[src/rtl/servo_pwm_pkg.sv]
// Shared definitions for the servo PWM generator and decoder: decoder states,
// servo position constants and default accepted pulse-width limits.
package servo_pwm_pkg;

  typedef enum logic [1:0] {
    IDLE = 2'd0,
    LOW  = 2'd1,
    HIGH = 2'd2
  } dec_state_t;

  // Servo positions in 1 us units, shared with the generator side.
  localparam int SERVO_RETRACTED = 1500;
  localparam int SERVO_EXTENDED  = 700;

  localparam int DEF_MIN_WIDTH = 500;
  localparam int DEF_MAX_WIDTH = 2000;

endpackage : servo_pwm_pkg

[src/rtl/servo_pwm_decoder_sync_edge.sv]
// Two-flop synchronizer for an asynchronous line plus a history flop that
// yields single-cycle rise/fall pulses on the synchronized level.
module sync_edge (
  input  logic clk_1M,
  input  logic rst,
  input  logic din,
  output logic level,
  output logic rise,
  output logic fall
);

  logic s1, s2, s3;

  // NOTE: sequential state uses non-blocking assignments so every flop samples
  // the pre-edge value of its neighbour; blocking here would collapse the chain.
  always_ff @(posedge clk_1M) begin
    if (rst) begin
      s1 <= 1'b0;
      s2 <= 1'b0;
      s3 <= 1'b0;
    end else begin
      s1 <= din;
      s2 <= s1;
      s3 <= s2;
    end
  end

  assign level = s2;
  assign rise  = s2 & ~s3;
  assign fall  = ~s2 & s3;

endmodule : sync_edge

[src/rtl/servo_pwm_decoder.sv]
// Measures high pulses of a servo PWM line in clock units, strobes accepted
// and rejected widths, and tracks train presence and position stability.
module servo_pwm_decoder
  import servo_pwm_pkg::*;
#(
  parameter int WIDTH_SZ       = 11,
  parameter int MIN_WIDTH      = DEF_MIN_WIDTH,
  parameter int MAX_WIDTH      = DEF_MAX_WIDTH,
  parameter int TIMEOUT_CTR_SZ = 15,
  parameter int TIMEOUT        = 20000,
  parameter int STABLE_CNT     = 4,
  parameter int TOL            = 8
) (
  input  logic                clk_1M,
  input  logic                rst,
  input  logic                pwm_in,
  output logic [WIDTH_SZ-1:0] width,
  output logic                width_valid,
  output logic                width_err,
  output logic                active,
  output logic                stable
);

  localparam int MATCH_SZ = $clog2(STABLE_CNT + 1);

  localparam logic [WIDTH_SZ-1:0]       W_MAX     = {WIDTH_SZ{1'b1}};
  localparam logic [WIDTH_SZ-1:0]       W_ONE     = WIDTH_SZ'(1);
  localparam logic [WIDTH_SZ-1:0]       W_MIN_C   = WIDTH_SZ'(MIN_WIDTH);
  localparam logic [WIDTH_SZ-1:0]       W_MAX_C   = WIDTH_SZ'(MAX_WIDTH);
  localparam logic [WIDTH_SZ:0]         TOL_C     = (WIDTH_SZ + 1)'(TOL);
  localparam logic [TIMEOUT_CTR_SZ-1:0] TO_C      = TIMEOUT_CTR_SZ'(TIMEOUT);
  localparam logic [TIMEOUT_CTR_SZ-1:0] TO_ONE    = TIMEOUT_CTR_SZ'(1);
  localparam logic [MATCH_SZ-1:0]       MATCH_MAX = MATCH_SZ'(STABLE_CNT);
  localparam logic [MATCH_SZ-1:0]       MATCH_ONE = MATCH_SZ'(1);

  logic level, rise, fall;

  sync_edge u_sync (
    .clk_1M (clk_1M),
    .rst    (rst),
    .din    (pwm_in),
    .level  (level),
    .rise   (rise),
    .fall   (fall)
  );

  dec_state_t                state, state_nxt;
  logic [WIDTH_SZ-1:0]       wcnt, wcnt_nxt;
  logic [TIMEOUT_CTR_SZ-1:0] to_cnt, to_nxt, to_inc;
  logic [MATCH_SZ-1:0]       match_cnt, match_nxt;
  logic                      active_nxt;
  logic [1:0]                warm;
  logic                      warm_done;
  logic                      evaluate, timeout, accept, reject, close;
  logic [WIDTH_SZ:0]         diff;

  // The synchronizer flops are cleared by reset, so its output is only a
  // genuine sample of the line once two post-reset edges have filled it.
  assign warm_done = warm[1];
  assign to_inc    = (to_cnt == TO_C) ? to_cnt : to_cnt + TO_ONE;

  // NOTE: every signal written here gets a default first, so no path through
  // the case leaves it unassigned and no latch is inferred.
  always_comb begin
    state_nxt = state;
    wcnt_nxt  = wcnt;
    to_nxt    = to_cnt;
    evaluate  = 1'b0;
    unique case (state)
      IDLE: begin
        to_nxt = '0;
        if (warm_done && !level) state_nxt = LOW;
      end
      LOW: begin
        if (rise) begin
          state_nxt = HIGH;
          wcnt_nxt  = W_ONE;
          to_nxt    = '0;
        end else begin
          to_nxt = to_inc;
        end
      end
      HIGH: begin
        to_nxt = to_inc;
        if (fall) begin
          state_nxt = LOW;
          evaluate  = 1'b1;
        end else if (wcnt != W_MAX) begin
          wcnt_nxt = wcnt + W_ONE;
        end
      end
      default: state_nxt = IDLE;
    endcase

    // A pulse ending on the timeout cycle is still evaluated; timeout only
    // overrides where the train goes next.
    timeout = (state != IDLE) && (to_nxt == TO_C);
    if (timeout) state_nxt = IDLE;
  end

  always_comb begin
    accept = evaluate && (wcnt != W_MAX) && (wcnt >= W_MIN_C) && (wcnt <= W_MAX_C);
    reject = evaluate && !accept;
    diff   = ({1'b0, wcnt} >= {1'b0, width}) ? ({1'b0, wcnt} - {1'b0, width})
                                             : ({1'b0, width} - {1'b0, wcnt});
    close  = (diff <= TOL_C);

    match_nxt = match_cnt;
    if (accept) begin
      if ((match_cnt != '0) && close)
        match_nxt = (match_cnt == MATCH_MAX) ? match_cnt : match_cnt + MATCH_ONE;
      else
        match_nxt = MATCH_ONE;
    end else if (reject) begin
      match_nxt = '0;
    end

    active_nxt = active;
    if (accept) active_nxt = 1'b1;

    if (timeout) begin
      match_nxt  = '0;
      active_nxt = 1'b0;
    end
  end

  always_ff @(posedge clk_1M) begin
    if (rst) begin
      state       <= IDLE;
      wcnt        <= '0;
      to_cnt      <= '0;
      match_cnt   <= '0;
      warm        <= '0;
      width       <= '0;
      width_valid <= 1'b0;
      width_err   <= 1'b0;
      active      <= 1'b0;
      stable      <= 1'b0;
    end else begin
      state       <= state_nxt;
      wcnt        <= wcnt_nxt;
      to_cnt      <= to_nxt;
      match_cnt   <= match_nxt;
      warm        <= {warm[0], 1'b1};
      width_valid <= accept;
      width_err   <= reject;
      active      <= active_nxt;
      stable      <= (match_nxt == MATCH_MAX);
      if (accept) width <= wcnt;
    end
  end

endmodule : servo_pwm_decoder
[config.mk]
export PLATFORM = sky130hd
export DESIGN_NAME = servo_pwm_decoder
export DESIGN_NICKNAME = d
export VERILOG_FILES = /design/src/rtl/servo_pwm_pkg.sv /design/src/rtl/servo_pwm_decoder_sync_edge.sv /design/src/rtl/servo_pwm_decoder.sv
export SDC_FILE = /design/constraint.sdc
export NUM_CORES = 1
export LEC_CHECK = 0
export BUFFER_PORTS_ARGS = -buffer_cell sky130_fd_sc_hd__buf_2
export CORE_MARGIN = 2
export CORE_UTILIZATION = 45
export DETAILED_ROUTE_END_ITERATION = 7
export PLACE_DENSITY = 0.62
export SLEW_MARGIN = 20
export SYNTH_ARGS = -nofsm -noshare
export SYNTH_HDL_FRONTEND = slang
export SYNTH_SLANG_ARGS = --single-unit
export TNS_END_PERCENT = 5
[constraint.sdc]
create_clock -name clk_1M -period 7 [get_ports clk_1M]
set_input_delay 1.05 -clock clk_1M [delete_from_list [all_inputs] [get_ports clk_1M]]
set_output_delay 1.05 -clock clk_1M [all_outputs]
set_load 0.01 [all_outputs]
==> results.md <==
- Largest net degree at the start of global routing: 27
- Crit-path most repeated cell: a41oi_2
- Max-cap viol count: 0
- Synthesis-to-finish area growth: 7.19%
- Slew Limit Fails: 0
- CP max stage delay: 0.43 ns
- I/O Buffers: 17
- Top delay family on crit path: compound AO/OA/AOI/OAI gates
- Chip width: roughly 90 um
- Maximum VDD drop: 0.106 mV
- Antenna violations before repair: 0
- Simple-gate portion of the synthesized area: 28.2%
- Clk slew on worst S/H paths: 0.11 ns
- Leak pwr: 0.00146 uW
- Clock Skews: 0.0114 ns
- N_diodes: 0
- FF-to-FF End: stable
- # hold bufs at CTS: 0
- Syn nets: 480
- Synth Register Bits: 51
- RSZ-0062 raised after global routing: no
- Adder-cell share of the synthesized area: 10.1%
- Fill cell count: 759
- Vias in the first global route: between 2000 and 3000
- Pre-CTS setup slack: 3.81 ns
- Post-DP HPWL: 6220 um
- Post-CTS Resized: 0
- Critical path's slowest cell: ha_1
- Status: complete, no violations
- H-tree depth: 2
- Largest family of logic cells by synthesized area: simple AND/OR/NAND/NOR gates
- Critical path depth in cells: 11
- I/O pins: 18
- Tcrit/Tclk final: 46.5%
- Fin nets: 488
- Hold endpoint: u_sync.level
- Max frequency: roughly 310 MHz
- Critical Path RT: 7.22 ns
- Max clock buf depth: 2
- Vias/cell: 5.53
- Final hold vios: 0
- Initial core utilization: 45.7%
- RePlAce Congestion: about 0.92
- Ys Warns: 0
- Crit-path max FO: 11
- WL per Instance: around 15 um
- Root Buffer Master: clkbuf_8
- Synth Area in Compound Gates: 20.1%
- CP Capture Type: flip-flop
- Pwr Density: roughly 130 nW/um^2
- Dominant synthesized flop cell: dfxtp_1
- Drc violations: 0
- Hold Path Depth: 1
- R2r worst-path depth: 11
- Register area share after synthesis: 29.3%
- Mapped Area: 3480 sq um
- Relative slew slack: 60.1%
- Number of core rows: 32
- Gate Count Post-Synth: 449
- Setup violators final: 0
- CP Buf/Inv Count: 1
- FF-to-FF setup slack: around 3.7 ns
- Yosys cell types: 57
- Worst-path cell chain: inv_1, ha_1, o21ai_0, nand2b_1, and3_1, a221oi_1, o21bai_1, or3_1, a41oi_2, a41oi_2, nor4_2
- Worst min-delay path class: reg2reg
- Worst Hold Launch: u_sync.s1
- Period minus WS final: roughly 3.3 ns
- Cts bufs inserted: 5
- Die height: 91.9 um
- Global route overflow: 0
- Post-route setup TNS: 0 ns
- Worst setup margin: between 3 and 4 ns
- Fraction of layout cells with a size suffix above 1: 8.52%
- Critical Path Source Type: flip-flop
- CORE AREA: 7610 sq um
- Number of DRC markers in iteration 0: roughly 120
- Setup Buffers After CTS: 0
- Mux contribution to synthesized area: less than 1%
- Avg Cell Area, Syn: 7.75 sq um
- Post-synthesis xor/xnor area fraction: a little over 6%
- Antenna Nets Post-Route: 0
- EDFF count, synth: 0
- DIE AREA: 8450 sq um
- Vias: around 3100
- Slew @ Worst Pin: approximately 0.6 ns
- Data arrival, critical path: 3.48 ns
- Routed wire length: 8280 um
- Pre-antenna DRT Iters: 5
- RR Startpoint: width[5]
- Tot GR Track Use: about a fifth
- Crit path kind: reg2reg
- Clock latency on the worst-skew pair: 0.31 ns
- Clk sink count: 51
- First-pass GRT wire length: 14000 um
- Asr flop ratio synth: 0%
- CTS tree: yes
[registers in the layout (all words and copies together) (netlist names), 2 cells and up]
name / cells
to_cnt: 15
state: 2
width: 11
warm: 2
match_cnt: 3
wcnt: 11
[stage by stage]
step                util, %  power (uW)  area (sq um)  cells  hold WS (ns)
finish                 49.0         497          3730    560         0.447
global route           49.0         517          3730    560         0.463
CTS                    49.0         504          3730    560         0.453
detailed placement     47.8         325          3640    552         0.427
global placement       47.8         325          3640    552         0.417
floorplan                 -         319          3480    449         0.414
[layout make-up]
class	instances	area [sq um]	area share, %
clock buffers	5	68.8	1.85
multi-input cells	348	2270	60.8
clock inverters	3	23.8	0.637
inverters	32	120	3.22
repair buffers	19	100	2.68
well taps	102	128	3.42
flip-flops and latches	51	1020	27.4
[per-layer routing]
layer | share of wire (%) | vias up | GRT usage (%)
li1 | - | 1590 | -
met1 | 47 | 1449 | 25.9
met2 | 49 | 56 | 36.0
met3 | 2.8 | 4 | 2.63
met4 | 0.97 | 0 | 6.47
met5 | 0 | - | 0
[how the worst max path moves through the flow]
stage / startpoint / end / slack [ns]
finish: width[5] / stable / 3.74
global route: width[5] / stable / 3.47
CTS: width[5] / stable / 3.79
detailed placement: width[5] / stable / 3.81
global placement: width[2] / stable / 3.95
floorplan: width[2] / stable / 4.05
[worst reg2reg max path: cells and delay by family, from the launching register on]
kind,cells,cell delay (ns)
adder cells (fa/ha/maj),1,0.43
flip-flops,1,0.38
buffers and inverters,1,0.06
AND/OR/NAND/NOR,4,1.03
AO/OA/AOI/OAI,5,1.26
[placed cells by master (no fill, tap or decap), types with 3 or more instances in the layout]
| cell | synthesis | final |
|---|---|---|
| nor3_1 | 8 | 8 |
| and2_1 | 5 | 5 |
| nand2b_1 | 8 | 8 |
| clkbuf_8 | 0 | 5 |
| ha_1 | 28 | 28 |
| nor2b_1 | 13 | 13 |
| nor3b_1 | 3 | 3 |
| a21o_1 | 6 | 6 |
| o21a_1 | 3 | 3 |
| and3_1 | 8 | 8 |
| nand2_1 | 43 | 43 |
| nor4_1 | 3 | 3 |
| xnor2_1 | 17 | 17 |
| inv_1 | 32 | 32 |
| o31a_1 | 3 | 3 |
| or3_1 | 4 | 4 |
| xor2_1 | 7 | 7 |
| dfxtp_1 | 51 | 51 |
| nand3b_1 | 4 | 4 |
| buf_2 | 2 | 17 |
| or2_2 | 4 | 4 |
| o21ai_0 | 17 | 17 |
| a221oi_1 | 3 | 3 |
| nand3_1 | 17 | 17 |
| a21oi_1 | 38 | 38 |
| nor2_1 | 46 | 46 |
| nand4_1 | 12 | 12 |
| mux2i_1 | 3 | 3 |
| a31oi_1 | 7 | 7 |
[Yosys cell counts (3+ instances only)]
cell,n,area share [%]
xnor2_1,17,4.3
a31oi_1,7,1.3
nand2_1,43,4.6
xor2_1,7,1.8
dfxtp_1,51,29
a21oi_1,38,5.5
ha_1,28,10
or3_1,4,0.72
nor4_1,3,0.54
and3_1,8,1.4
a221oi_1,3,0.76
nor3_1,8,1.2
o21a_1,3,0.65
nand3b_1,4,0.86
nand4_1,12,2.2
clkbuf_1,16,1.7
inv_1,32,3.5
and2_1,5,0.90
mux2i_1,3,0.86
nand2b_1,8,1.4
nor2b_1,13,2.3
nand3_1,17,2.4
o31a_1,3,0.76
o21ai_0,17,2.4
nor2_1,46,5.0
or2_2,4,0.72
nor3b_1,3,0.65
a21o_1,6,1.3
[logic make-up after synthesis]
group	count (synthesis)
buffers and inverters	50
muxes	3
xor gates and xnor gates	24
DFF	51
adders and majority gates	28
AOI/OAI and AO/OA	102
and+or+nand+nor	191
[power breakdown]
group          switching (uW)  internal, uW  total (uW)
logic                    15.3          8.69        24.0
clock network             107          71.8         179
registers                1.97           292         294
Power figures use the tool's default switching activity.
